$ cat src/rtl/isla_delay_calib.sv
// Per-lane IDELAY calibration: sweeps every tap of each lane against a fixed ADC test
// pattern, then loads the centre of the widest error-free tap window.
module isla_delay_calib #(
    parameter int                         NUM_LANES       = 8,
    parameter int                         TAP_BITS        = 5,
    parameter logic [2*NUM_LANES-1:0]     PATTERN         = 16'hA5C3,
    parameter int                         SAMPLES_PER_TAP = 256,
    parameter int                         LOAD_HOLD       = 8,
    parameter int                         SETTLE          = 32,
    parameter int                         MIN_EYE         = 3
) (
    input  logic                            clk_i,
    input  logic                            rst_n_i,
    input  logic                            start_i,
    input  logic [2*NUM_LANES-1:0]          adc_data_i,
    input  logic                            delay_rdy_i,
    output logic [TAP_BITS-1:0]             delay_reg_o,
    output logic [NUM_LANES-1:0]            delay_select_o,
    output logic                            delay_load_o,
    output logic                            busy_o,
    output logic                            done_o,
    output logic [NUM_LANES-1:0]            fail_o,
    output logic [NUM_LANES*TAP_BITS-1:0]   lane_tap_o
);
    localparam int CNT_MAX = (SAMPLES_PER_TAP > SETTLE)
        ? ((SAMPLES_PER_TAP > LOAD_HOLD) ? SAMPLES_PER_TAP : LOAD_HOLD)
        : ((SETTLE > LOAD_HOLD) ? SETTLE : LOAD_HOLD);
    localparam int CNT_W  = $clog2(CNT_MAX + 1);
    localparam int LANE_W = (NUM_LANES > 1) ? $clog2(NUM_LANES) : 1;
    localparam int LEN_W  = TAP_BITS + 1;
    localparam logic [TAP_BITS-1:0] LAST_TAP  = '1;
    localparam logic [LANE_W-1:0]   LAST_LANE = LANE_W'(NUM_LANES - 1);

    typedef enum logic [3:0] {
        ST_IDLE, ST_WAIT_RDY, ST_SET_TAP, ST_SETTLE, ST_SAMPLE,
        ST_RECORD, ST_APPLY, ST_APPLY_SETTLE, ST_DONE
    } state_t;

    state_t                        state_q, state_d;
    logic [LANE_W-1:0]             lane_q, lane_d;
    logic [TAP_BITS-1:0]           tap_q, tap_d;
    logic [CNT_W-1:0]              cnt_q, cnt_d;
    logic                          bad_q, bad_d;
    logic [TAP_BITS-1:0]           cur_start_q, cur_start_d, best_start_q, best_start_d;
    logic [LEN_W-1:0]              cur_len_q, cur_len_d, best_len_q, best_len_d;
    logic [TAP_BITS-1:0]           centre_q, centre_d;
    logic                          lane_fail_q, lane_fail_d;
    logic [TAP_BITS-1:0]           delay_reg_q, delay_reg_d;
    logic [NUM_LANES-1:0]          delay_select_q, delay_select_d;
    logic                          delay_load_q, delay_load_d;
    logic                          busy_q, busy_d, done_q, done_d;
    logic [NUM_LANES-1:0]          fail_q, fail_d;
    logic [NUM_LANES*TAP_BITS-1:0] lane_tap_q, lane_tap_d;

    // Run tracking for the tap just sampled: extend or close the current run.
    logic                last_tap, close_run, abort;
    logic [LEN_W-1:0]    run_len, win_len;
    logic [TAP_BITS-1:0] run_start, win_start, centre_calc;

    assign last_tap = (tap_q == LAST_TAP);
    assign abort    = !delay_rdy_i &&
                      (state_q inside {ST_SET_TAP, ST_SETTLE, ST_SAMPLE, ST_RECORD,
                                       ST_APPLY, ST_APPLY_SETTLE});

    always_comb begin
        run_len   = cur_len_q;
        run_start = cur_start_q;
        win_len   = best_len_q;
        win_start = best_start_q;
        if (!bad_q) begin
            if (cur_len_q == '0) run_start = tap_q;
            run_len = cur_len_q + LEN_W'(1);
        end
        close_run = bad_q || last_tap;
        if (close_run && (run_len > win_len)) begin
            win_len   = run_len;
            win_start = run_start;
        end
        if (close_run) run_len = '0;
        centre_calc = (win_len >= LEN_W'(MIN_EYE))
                    ? win_start + TAP_BITS'((win_len - LEN_W'(1)) >> 1) : '0;
    end

    always_comb begin
        state_d        = state_q;
        lane_d         = lane_q;
        tap_d          = tap_q;
        cnt_d          = cnt_q;
        bad_d          = bad_q;
        cur_start_d    = cur_start_q;
        cur_len_d      = cur_len_q;
        best_start_d   = best_start_q;
        best_len_d     = best_len_q;
        centre_d       = centre_q;
        lane_fail_d    = lane_fail_q;
        delay_reg_d    = delay_reg_q;
        delay_select_d = delay_select_q;
        delay_load_d   = delay_load_q;
        busy_d         = busy_q;
        done_d         = done_q;
        fail_d         = fail_q;
        lane_tap_d     = lane_tap_q;
        if (abort) begin
            // Lane restarts from tap 0; lanes already finished keep their results.
            state_d      = ST_WAIT_RDY;
            delay_load_d = 1'b0;
            cnt_d        = '0;
        end else begin
            case (state_q)
                ST_IDLE, ST_DONE: begin
                    if (start_i) begin
                        state_d    = ST_WAIT_RDY;
                        busy_d     = 1'b1;
                        done_d     = 1'b0;
                        fail_d     = '0;
                        lane_tap_d = '0;
                        lane_d     = '0;
                        tap_d      = '0;
                    end
                end
                ST_WAIT_RDY: begin
                    cur_start_d  = '0;
                    cur_len_d    = '0;
                    best_start_d = '0;
                    best_len_d   = '0;
                    if (delay_rdy_i) begin
                        state_d        = ST_SET_TAP;
                        tap_d          = '0;
                        cnt_d          = '0;
                        delay_reg_d    = '0;
                        delay_select_d = NUM_LANES'(1) << lane_q;
                        delay_load_d   = 1'b1;
                    end
                end
                ST_SET_TAP, ST_APPLY: begin
                    cnt_d = cnt_q + CNT_W'(1);
                    if (cnt_q == CNT_W'(LOAD_HOLD - 1)) begin
                        cnt_d        = '0;
                        delay_load_d = 1'b0;
                        state_d      = (state_q == ST_SET_TAP) ? ST_SETTLE : ST_APPLY_SETTLE;
                    end
                end
                ST_SETTLE: begin
                    cnt_d = cnt_q + CNT_W'(1);
                    if (cnt_q == CNT_W'(SETTLE - 1)) begin
                        cnt_d   = '0;
                        bad_d   = 1'b0;
                        state_d = ST_SAMPLE;
                    end
                end
                ST_SAMPLE: begin
                    bad_d = bad_q | (adc_data_i[2*lane_q +: 2] != PATTERN[2*lane_q +: 2]);
                    cnt_d = cnt_q + CNT_W'(1);
                    if (cnt_q == CNT_W'(SAMPLES_PER_TAP - 1)) begin
                        cnt_d   = '0;
                        state_d = ST_RECORD;
                    end
                end
                ST_RECORD: begin
                    cur_start_d  = run_start;
                    cur_len_d    = run_len;
                    best_start_d = win_start;
                    best_len_d   = win_len;
                    cnt_d        = '0;
                    delay_load_d = 1'b1;
                    if (last_tap) begin
                        centre_d    = centre_calc;
                        lane_fail_d = (win_len < LEN_W'(MIN_EYE));
                        delay_reg_d = centre_calc;
                        state_d     = ST_APPLY;
                    end else begin
                        tap_d       = tap_q + TAP_BITS'(1);
                        delay_reg_d = tap_q + TAP_BITS'(1);
                        state_d     = ST_SET_TAP;
                    end
                end
                ST_APPLY_SETTLE: begin
                    cnt_d = cnt_q + CNT_W'(1);
                    if (cnt_q == CNT_W'(SETTLE - 1)) begin
                        cnt_d = '0;
                        lane_tap_d[lane_q*TAP_BITS +: TAP_BITS] = centre_q;
                        fail_d[lane_q] = lane_fail_q;
                        if (lane_q == LAST_LANE) begin
                            state_d        = ST_DONE;
                            busy_d         = 1'b0;
                            done_d         = 1'b1;
                            delay_select_d = '0;
                        end else begin
                            lane_d  = lane_q + LANE_W'(1);
                            state_d = ST_WAIT_RDY;
                        end
                    end
                end
                default: state_d = ST_IDLE;
            endcase
        end
    end

    always_ff @(posedge clk_i or negedge rst_n_i) begin
        if (!rst_n_i) begin
            state_q        <= ST_IDLE;
            lane_q         <= '0;
            tap_q          <= '0;
            cnt_q          <= '0;
            bad_q          <= 1'b0;
            cur_start_q    <= '0;
            cur_len_q      <= '0;
            best_start_q   <= '0;
            best_len_q     <= '0;
            centre_q       <= '0;
            lane_fail_q    <= 1'b0;
            delay_reg_q    <= '0;
            delay_select_q <= '0;
            delay_load_q   <= 1'b0;
            busy_q         <= 1'b0;
            done_q         <= 1'b0;
            fail_q         <= '0;
            lane_tap_q     <= '0;
        end else begin
            state_q        <= state_d;
            lane_q         <= lane_d;
            tap_q          <= tap_d;
            cnt_q          <= cnt_d;
            bad_q          <= bad_d;
            cur_start_q    <= cur_start_d;
            cur_len_q      <= cur_len_d;
            best_start_q   <= best_start_d;
            best_len_q     <= best_len_d;
            centre_q       <= centre_d;
            lane_fail_q    <= lane_fail_d;
            delay_reg_q    <= delay_reg_d;
            delay_select_q <= delay_select_d;
            delay_load_q   <= delay_load_d;
            busy_q         <= busy_d;
            done_q         <= done_d;
            fail_q         <= fail_d;
            lane_tap_q     <= lane_tap_d;
        end
    end

    assign delay_reg_o    = delay_reg_q;
    assign delay_select_o = delay_select_q;
    assign delay_load_o   = delay_load_q;
    assign busy_o         = busy_q;
    assign done_o         = done_q;
    assign fail_o         = fail_q;
    assign lane_tap_o     = lane_tap_q;
endmodule
$ cat config.mk
export PLATFORM = sky130hd
export DESIGN_NAME = isla_delay_calib
export DESIGN_NICKNAME = d
export VERILOG_FILES = /design/src/rtl/isla_delay_calib.sv
export SDC_FILE = /design/constraint.sdc
export NUM_CORES = 1
export LEC_CHECK = 0
export BUFFER_PORTS_ARGS = -buffer_cell sky130_fd_sc_hd__clkbuf_2
export CORE_MARGIN = 8
export CORE_UTILIZATION = 30
export CTS_CLUSTER_SIZE = 8
export DETAILED_ROUTE_END_ITERATION = 8
export MAX_ROUTING_LAYER = met4
export PLACE_DENSITY_LB_ADDON = 0.12
export SYNTH_ARGS = -nofsm -noshare
export SYNTH_HDL_FRONTEND = slang
export SYNTH_SLANG_ARGS = --single-unit
$ cat constraint.sdc
create_clock -name clk_i -period 3.8 [get_ports clk_i]
set_clock_uncertainty 0.2 [all_clocks]
set_input_delay 0.76 -clock clk_i [delete_from_list [all_inputs] [get_ports clk_i]]
set_output_delay 0.76 -clock clk_i [all_outputs]
set_load 0.01 [all_outputs]
# ---- After elaboration in Yosys (flattened, before gate mapping)
# Index checks and enable logic that the tools add are counted.
# W data, S select, Z words.
dict set report op_classes {
  magnitude_cmp 5
  n_mul 1
  shifts 5
  bitwise_logic 2
  eq_ne 27
  reduce_logical 30
  n_mux 66
  add_sub_neg 7
}
# op n
set op_table {}
lappend op_table {{$mux W40} 2}
lappend op_table {{$pmux W40 S2} 1}
lappend op_table {{$mux W9} 5}
lappend op_table {{$pmux W9 S5} 1}
lappend op_table {{$bwmux W40} 1}
lappend op_table {{$mux W5} 8}
lappend op_table {{$mux W8} 5}
lappend op_table {{$shift A5 B34 Y40 const A} 1}
lappend op_table {{$shiftx A5 B34 Y40} 1}
lappend op_table {{$neg A6 Y34} 1}
lappend op_table {{$mux W4} 8}
lappend op_table {{$pmux W8 S2} 2}
lappend op_table {{$pmux W5 S2} 3}
lappend op_table {{$pmux W4 S7} 1}
lappend op_table {{$pmux W6 S2} 2}
lappend op_table {{$reduce_and A5 Y1} 4}
lappend op_table {{$mux W6} 3}
lappend op_table {{$eq A4 B3 Y1 const B} 4}
lappend op_table {{$shiftx A16 B5 Y2} 1}
lappend op_table {{$shiftx A16 B5 Y2 const A} 1}
lappend op_table {{$mux W3} 5}
lappend op_table {{$pmux W5 S3} 1}
lappend op_table {{$reduce_and A3 Y1} 4}
lappend op_table {{$reduce_bool A6 Y1} 2}
lappend op_table {{46 further kinds} 76}
dict set report word_totals {
  word_cells 161
  inputBits 20
  out_inout_bits 64
  register_bits 114
}

# ---- Depth between registers and ports, before layout
# Gate-level depths: netlist (run 1).
dict set report logic_depth {
  depth_word 10
  depth_mapped 19
  mapped_depth_nobuf 16
}

# ---- Worst setup path before layout (run 1)
# OpenSTA, ideal clock, no wires.
dict set report synth_timing {
  kind {register to register}
  start {register cur_len_q[0]}
  end {register delay_reg_q[4] (netlist: delay_reg_o[4])}
  slack_ns -0.259
  period_less_slack_ns 4.059
  arrival_ns 3.732
  stages_incl_launch_ff 19
  cell_sequence {dfrtp_1 buf_4 nand4b_4 or3_1 and2_4 clkinv_4 ha_1 and4_1 a31o_2 a31oi_1 buf_6 buf_2 a31oi_1 ha_1 fa_1 a21o_1 a21oi_1 xnor2_1 o21ai_1}
}
dict set report synth_between {
  elab_chain_cells 10
  elab_cells_between_ends 15
  cone_classes {add/sub (3); order compare (2); mux (8); reduce/logical (2)}
}
# item line_no
set synth_lines {}
lappend synth_lines {{start: declaration} 45} ;# logic [LEN_W-1:0] cur_len_q, cur_len_d, best_len_q, best_len_d;
lappend synth_lines {{start signal: assignment} 226} ;# cur_len_q <= cur_len_d;
lappend synth_lines {{$add A6 B1 Y6} 72} ;# run_len = cur_len_q + LEN_W'(1);
lappend synth_lines {{$mux W6} 70} ;# if (!bad_q) begin
lappend synth_lines {{$gt A6 B6 Y1} 75} ;# if (close_run && (run_len > win_len)) begin
lappend synth_lines {{$logic_and A1 B1 Y1} 75}
lappend synth_lines {{$mux W6} 75}
lappend synth_lines {{$sub A6 B1 Y6} 81} ;# ? win_start + TAP_BITS'((win_len - LEN_W'(1)) >> 1) : '0;
lappend synth_lines {{$add A5 B5 Y5} 81}
lappend synth_lines {{$mux W5 (*)} 81}
lappend synth_lines {{$mux W5 (*)} 166} ;# if (last_tap) begin
lappend synth_lines {{$pmux W5 S2 (*)} 109} ;# case (state_q)
lappend synth_lines {{end signal: assignment} 231} ;# delay_reg_q <= delay_reg_d;
lappend synth_lines {{end: declaration} 48} ;# logic [TAP_BITS-1:0] delay_reg_q, delay_reg_d;
# Every way passes the cells marked *; elsewhere a longest branch is shown, timed or not.
# A chain may end at the register's enable or synchronous reset.

# ---- Worst setup path in the final report (run 1)
# Same ends and word-level chain as after synthesis.

==> reports/results.tsv, run 1 <==
metric	value	unit
cts_tree	done	
finalWorstSetupSlack	0.130	ns
min_period_over_period	96.6	%
die_w	160	um
syn_nets	713	
drt_iter0_drc	314	
ys.flop_type	dfrtp_1	
cp_num_buf_inv	1	
rsz0062_at_grt	true	
finalWirelength	18100	um
arrival	3.76	ns
synth-edff-count	0	
post-route-drc-count	0	
crit_family	compound AO/OA/AOI/OAI gates	
drv_cap	0	
yosysWarnings	0	
min_period	3.67	ns
io_pins	84	
p_leak	3.74	nW
timing.rr.end	delay_reg_o[4]	
cts_buffer_depth	2	
ys_seq_elements	114	
io_buffers	83	
crit_chain	nand4b_4 > or3_4 > and2_4 > clkinv_4 > ha_1 > and4_4 > a31o_4 > a31oi_4 > a31oi_2 > ha_2 > fa_2 > a21o_1 > a21oi_2 > xnor2_2 > o21ai_1	
grt_pass1_wl	29800	um
root_buffer	clkbuf_16	
yosysTopAreaCell	dfrtp_1	
cts.clk_slew.worst_paths	0.06	ns
synth_cell_type_count	62	
outcome	complete, no violations	
initial_core_util	30.6	%
hold_violations	0	
gr-usage-all-layers	14.8	%
wl_per_cell	17.0	um
core	0.0203	mm2
hold_path_class	input port to asynchronous set/reset pin	
netlist_area	0.00621	mm2
r2r_cells	15	
via_per_inst	5.04	
antennaDiodeCount	0	
final_core_util	39.3	%
endpoint_kind	flip-flop	
max_freq	272	MHz
fill_cells	2064	
cts_buffers	17	
cp.required	3.89	ns
seq_area	0.00286	mm2
clock_sinks	114	
vdd_drop_max	0.330	mV
gp_congestion	0.845	
layout-drive-gt1-share	25.7	%
drt_pass1_iterations	4	
postSynthCellCount	666	
synthArstFlopShare	100	%
place_hpwl	13300	um
synth_area_leaders	dfrtp_1 46%, o21ai_0 6.0%, nand2_1 5.4%	
reg2reg_slack	0.13	ns
cp_slowest_cell	dfrtp_2	
grt_pass1_vias	5392	
dp_cells	1026	
stdcell_count	1065	
setup_tns	0	ns
tightest_slew	0.806	ns
multi_input_area	0.00325	mm2
power_density	637	mW/mm2
clock_latency	0.42	ns
cpPeakStageDelay	0.44	ns
path_max_fanout	5	
grt_max_degree	63	
antenna_found_initial	0	
nets	829	
ys_seq_area_share	45.9	%
worstSetupStartpointType	flip-flop	
postRouteAntennaNets	0	
dr_total_vias	5371	
cts_htree_levels	4	
reg2reg_from	cur_len_q[0]	
drv_slew	0	
setup_viol	0	
synth.avg_cell_area	9.33	um2
fp-row-count	52	
fp.dieH	160	um
synth_top_area_share	45.9	%
die_area	0.0256	mm2
timing.slew.headroom	46.0	%
overflow	0	
post-place-ws	-0.0836	ns
path_class	flip-flop to flip-flop	
syn_to_final_growth	28.4	%
==> cells by family (layout without fill, tap and decap cells) <==
logic type / after synthesis / after routing / share of synthesized area [%]
simple gates: 219 / 219 / 16.8
compound gates: 204 / 205 / 21.4
flops: 114 / 114 / 45.9
buf+inv: 68 / 196 / 4.85
fa+ha+maj: 27 / 27 / 5.56
xor+xnor: 21 / 21 / 3.18
mux: 13 / 13 / 2.34
==> stage by stage <==
| step | hold slack (ns) | total power [mW] | instance area [um2] |
|---|---|---|---|
| after floorplan | 0.250 | 2.70 | 6250 |
| after global placement | 0.265 | 3.21 | 7140 |
| after detailed placement | 0.270 | 3.24 | 7140 |
| after CTS | 0.234 | 4.95 | 7770 |
| after global routing | 0.255 | 5.40 | 7980 |
| final | 0.199 | 5.08 | 7980 |
==> registers in the layout, summed over array words and instances (netlist names) <==
| signal | flops |
|---|---|
| busy_o | 1 |
| lane_fail_q | 1 |
| state_q | 4 |
| tap_q | 5 |
| lane_q | 3 |
| cnt_q | 9 |
| best_len_q | 6 |
| best_start_q | 5 |
| cur_start_q | 5 |
| delay_reg_o | 5 |
| bad_q | 1 |
| delay_select_o | 8 |
| delay_load_o | 1 |
| centre_q | 5 |
| cur_len_q | 6 |
| done_o | 1 |
| lane_tap_o | 40 |
| fail_o | 8 |
==> power breakdown <==
part | switching, mW | internal [mW] | leakage (nW)
clock | 0.648 | 0.984 | 0.289
sequential | 0.126 | 1.29 | 1.57
combinational | 1.15 | 0.884 | 1.88
total | 1.92 | 3.16 | 3.74
==> timing repair <==
action | in CTS | in global routing
cloned | 1 | 0
pin swaps | 1 | 17
setup endpoints to repair | 4 | 10
buffers inserted | 2 | 4
hold buffers | 0 | 0
gates resized for setup | 3 | 34
==> cells in the mapped netlist (all sizes together) (4+ instances only) <==
cell	count
a21o	8
a21oi	21
a22o	38
a22oi	4
a31oi	13
and3	6
buf	12
clkbuf	19
dfrtp	114
ha	26
inv	35
mux2i	10
nand2	89
nand2b	11
nand3	20
nand4	6
nor2	45
nor2b	8
nor3	12
nor3b	4
nor4	7
o21ai	82
o22ai	7
o31ai	8
xnor2	14
xor2	6
==> placed cells by master (no fill, tap or decap), types with 5 or more instances in the layout <==
master | netlist | layout
a21o_1 | 7 | 7
a21oi_1 | 19 | 14
a21oi_2 | 2 | 7
a22o_1 | 38 | 38
a31oi_1 | 13 | 11
and3_1 | 6 | 6
buf_4 | 1 | 39
clkbuf_16 | 0 | 17
clkbuf_2 | 0 | 82
clkinv_4 | 1 | 5
dfrtp_1 | 114 | 111
ha_1 | 26 | 21
inv_1 | 35 | 34
mux2i_1 | 10 | 9
nand2_1 | 89 | 89
nand2b_1 | 11 | 11
nand3_1 | 20 | 20
nand4_1 | 6 | 6
nor2_1 | 45 | 43
nor2b_1 | 8 | 7
nor3_1 | 11 | 11
nor4_1 | 7 | 7
o21ai_0 | 74 | 70
o21ai_1 | 8 | 9
o22ai_1 | 7 | 7
o31ai_1 | 8 | 8
xnor2_1 | 14 | 11
xor2_1 | 6 | 6
==> cell type report <==
| class | count | share of cell area (%) |
|---|---|---|
| clock buffer | 17 | 5.33 |
| clock inverter | 15 | 2.16 |
| inverter | 37 | 1.80 |
| multi-input combinational | 485 | 40.8 |
| sequential | 114 | 35.8 |
| tap | 270 | 4.23 |
| timing repair buffer | 127 | 9.88 |
==> per-layer routing <==
layer / GRT usage, % / up-vias / share of wire (%)
li1: - / 2641 / -
met1: 19.3 / 2598 / 48
met5: - / - / 0
met2: 22.3 / 118 / 47
met3: 3.26 / 14 / 4.3
met4: 4.76 / 0 / 1.3
==> worst max path at each step <==
stage                            start             end  depth (start not counted)
after detailed placement  cur_len_q[0]  delay_reg_o[4]                         15
final                     cur_len_q[0]  delay_reg_o[4]                         15
after global routing      cur_len_q[0]  delay_reg_o[2]                         19
after global placement    cur_len_q[0]  delay_reg_o[4]                         15
after floorplan           cur_len_q[0]  delay_reg_o[4]                         18
after CTS                        bad_q  delay_reg_o[4]                         15
No activity file was read; power rests on OpenSTA's default activity.
==> run 2: changes to the inputs <==
Settings changed: ABC_AREA set to 1, BUFFER_PORTS_ARGS -buffer_cell sky130_fd_sc_hd__clkbuf_2 to not set, DONT_BUFFER_PORTS set to 1.
==> run 2 against run 1 <==
- power is 15% higher
- cell area is 4.1% lower
- register-to-register slack worse by 0.10 ns
- sequential share of layout area is 1.5 points higher
- area after synthesis is 0.36% higher
- via count is 2.4% higher
- global-route usage is 0.067 points higher
- critical path type unchanged
- critical endpoint unchanged
==> reports/results.tsv, run 2 <==
metric	value	unit
outcome	complete, no violations	
power_frac_clock	30.4	%
synth_cell_type_count	50	
synthArstFlopShare	100	%
postRouteAntennaNets	0	
min_period_over_period	99.2	%
crit_chain	ha_2 > nand3_2 > nor2_4 > xor2_2 > ha_1 > nand2_2 > nor2_4 > a21oi_4 > nand2_4 > nand2_1 > nand2_2 > nor2_4 > nand2_2 > xor2_1 > ha_1 > a21o_1 > a31oi_4 > inv_1 > nand2_2 > nand3_2 > nand3_2 > nand2_1 > nand2_1 > nand2_1	
cts_buffers	17	
drt_iter0_drc	319	
path_max_fanout	6	
antenna_found_initial	0	
die_area	0.0257	mm2
ys_seq_elements	114	
synthMuxAreaShare	0	%
timing.slew.headroom	61.0	%
fp.dieH	160	um
p_sw	2.36	mW
crit_family	simple AND/OR/NAND/NOR gates	
grt_pass1_wl	29700	um
internal_power	3.47	mW
netlist_area	0.00624	mm2
nets	868	
worstSetupStartpointType	flip-flop	
cp.required	3.90	ns
finalWirelength	18600	um
syn_nets	824	
min_period	3.77	ns
cts_tree	done	
synth-compound-area-share	16.2	%
syn_to_final_growth	22.7	%
vdd_drop_max	0.316	mV
cp-startpoint	cur_len_q[1]	
setup_viol	0	
initial_core_util	30.7	%
gp_congestion	0.874	
cts_htree_levels	4	
synth-simple-area-share	24.4	%
yosysWarnings	0	
cp_slowest_cell	dfrtp_1	
drv_slew	0	
synth_common_cells	186 x nand2_1, 114 x dfrtp_1, 90 x inv_1, 78 x o21ai_0, 57 x nand3_1	
cts.clk_slew.worst_paths	0.06	ns
max_freq	265	MHz
finalPower	5.83	mW
fp-row-count	52	
gr-usage-all-layers	14.8	%
via_per_inst	4.98	
dr_total_vias	5499	
yosysTopAreaCell	dfrtp_1	
ys_seq_area_share	45.7	%
postSynthCellCount	777	
io_pins	84	
largest_reg_flops	40	
die_w	160	um
hold_violations	0	
drv_cap	0	
reg2reg_from	cur_len_q[1]	
synth_top_area_share	45.7	%
core	0.0203	mm2
antennaDiodeCount	0	
clock_latency	0.42	ns
final_common_cell	nand2_1	
path_class	flip-flop to flip-flop	
endpoint_kind	flip-flop	
final_cell_mix	174 x nand2_1, 114 x dfrtp_1, 87 x inv_1, 74 x o21ai_0	
arrival	3.87	ns
synth-xor-area-share	0.702	%
synth-edff-count	0	
wl_per_cell	16.8	um
cpPeakStageDelay	0.41	ns
layout-drive-gt1-share	18.3	%
overflow	0	
cts_buffer_depth	2	
sw_frac_of_total	40.4	%
tightest_slew	0.584	ns
grt_max_degree	115	
synth.avg_cell_area	8.03	um2
p_leak	3.49	nW
synth_area_leaders	dfrtp_1 46%, nand2_1 11%, o21ai_0 6.3%	
holdWs	0.0886	ns
synth-adder-area-share	5.54	%
synth_top_family_by_area	simple AND/OR/NAND/NOR gates	
io_buffers	0	
post-route-drc-count	0	
p_comb_share	44.5	%
clock_sinks	114	
power_density	762	mW/mm2
drt_pass1_iterations	5	
place_hpwl	13500	um
hold_path_class	input port to asynchronous set/reset pin	
cp_num_buf_inv	1	
ys.flop_type	dfrtp_1	
root_buffer	clkbuf_16	
grt_pass1_vias	5395	
rsz0062_at_grt	true	
p_seq_share	25.1	%
yosysMostFrequentCell	nand2_1	
==> run 2: worst reg2reg max path, stage by stage, from the launching register on <==
cell	delay, ns
dfrtp_1	0.41
ha_2	0.23
nand3_2	0.11
nor2_4	0.11
xor2_2	0.17
ha_1	0.26
nand2_2	0.11
nor2_4	0.06
a21oi_4	0.22
nand2_4	0.11
nand2_1	0.11
nand2_2	0.10
nor2_4	0.12
nand2_2	0.08
xor2_1	0.15
ha_1	0.29
a21o_1	0.19
a31oi_4	0.18
inv_1	0.07
nand2_2	0.08
nand3_2	0.07
nand3_2	0.08
nand2_1	0.05
nand2_1	0.05
nand2_1	0.05
==> run 2: power by group through the flow <==
stage | logic [mW] | clock network, mW | registers [mW]
4_1_cts | 2.36 | 1.81 | 1.47
6_report | 2.59 | 1.77 | 1.46
5_1_grt | 2.88 | 1.87 | 1.48
3_5_place_dp | 2.20 | 0 | 1.48
2_1_floorplan | 1.53 | 0 | 1.46
3_3_place_gp | 2.19 | 0 | 1.48
==> run 2: worst paths after layout <==
path / to / slack [ns] / cells after the start
max: delay_reg_o[4] / 0.03 / 24
min: fail_o[6] / 0.09 / 1
max reg2reg: delay_reg_o[4] / 0.03 / 24
min reg2reg: best_start_q[0] / 0.32 / 2
max in group asynchronous: lane_tap_o[10] / 2.87 / 1
min in group clk_i: best_start_q[0] / 0.32 / 2
==> run 2: layout make-up <==
class | instances | area, um2
fillers | 2120 | 12600
multi-input cells | 547 | 3110
flip-flops and latches | 114 | 2850
clock buffers | 19 | 453
inverters | 102 | 385
well taps | 270 | 338
repair buffers | 39 | 320
clock inverters | 13 | 196
==> run 2: logic make-up (layout without fill, tap and decap cells) <==
family,count (synthesis),in the layout
AND/OR/NAND/NOR,341,341
buffers and inverters,116,173
adder cells (fa/ha/maj),27,27
XOR/XNOR,5,5
flip-flops,114,114
AO/OA/AOI/OAI,174,174
==> run 2: through the flow <==
step                worst slack, ns  util (%)  area, um2  TNS, ns  std cells
finish                       0.0288      37.7       7650        0       1104
detailed placement           -0.100      33.1       6710   -0.135       1061
CTS                          0.0129      36.8       7470        0       1101
floorplan                    0.0845         -       6240        0        777
global route                 -0.166      37.7       7650   -0.669       1104
global placement            0.00645      33.1       6710        0       1061
==> run 2: routing by layer <==
metal | vias up | GRT usage, % | wire (um)
li1 | 2675 | - | -
met1 | 2649 | 18.9 | 8700
met2 | 147 | 21.9 | 8250
met3 | 28 | 4.47 | 1270
met4 | 0 | 5.18 | 361
met5 | - | - | 0
==> run 2: timing repair <==
action | CTS | global route
hold buffers | 1 | 0
resized for setup | 9 | 38
endpoints found under the setup margin | 4 | 7
buffers inserted | 7 | 3
endpoints found under the hold margin | 114 | 0
cloned | 0 | 0
pin swaps | 10 | 17
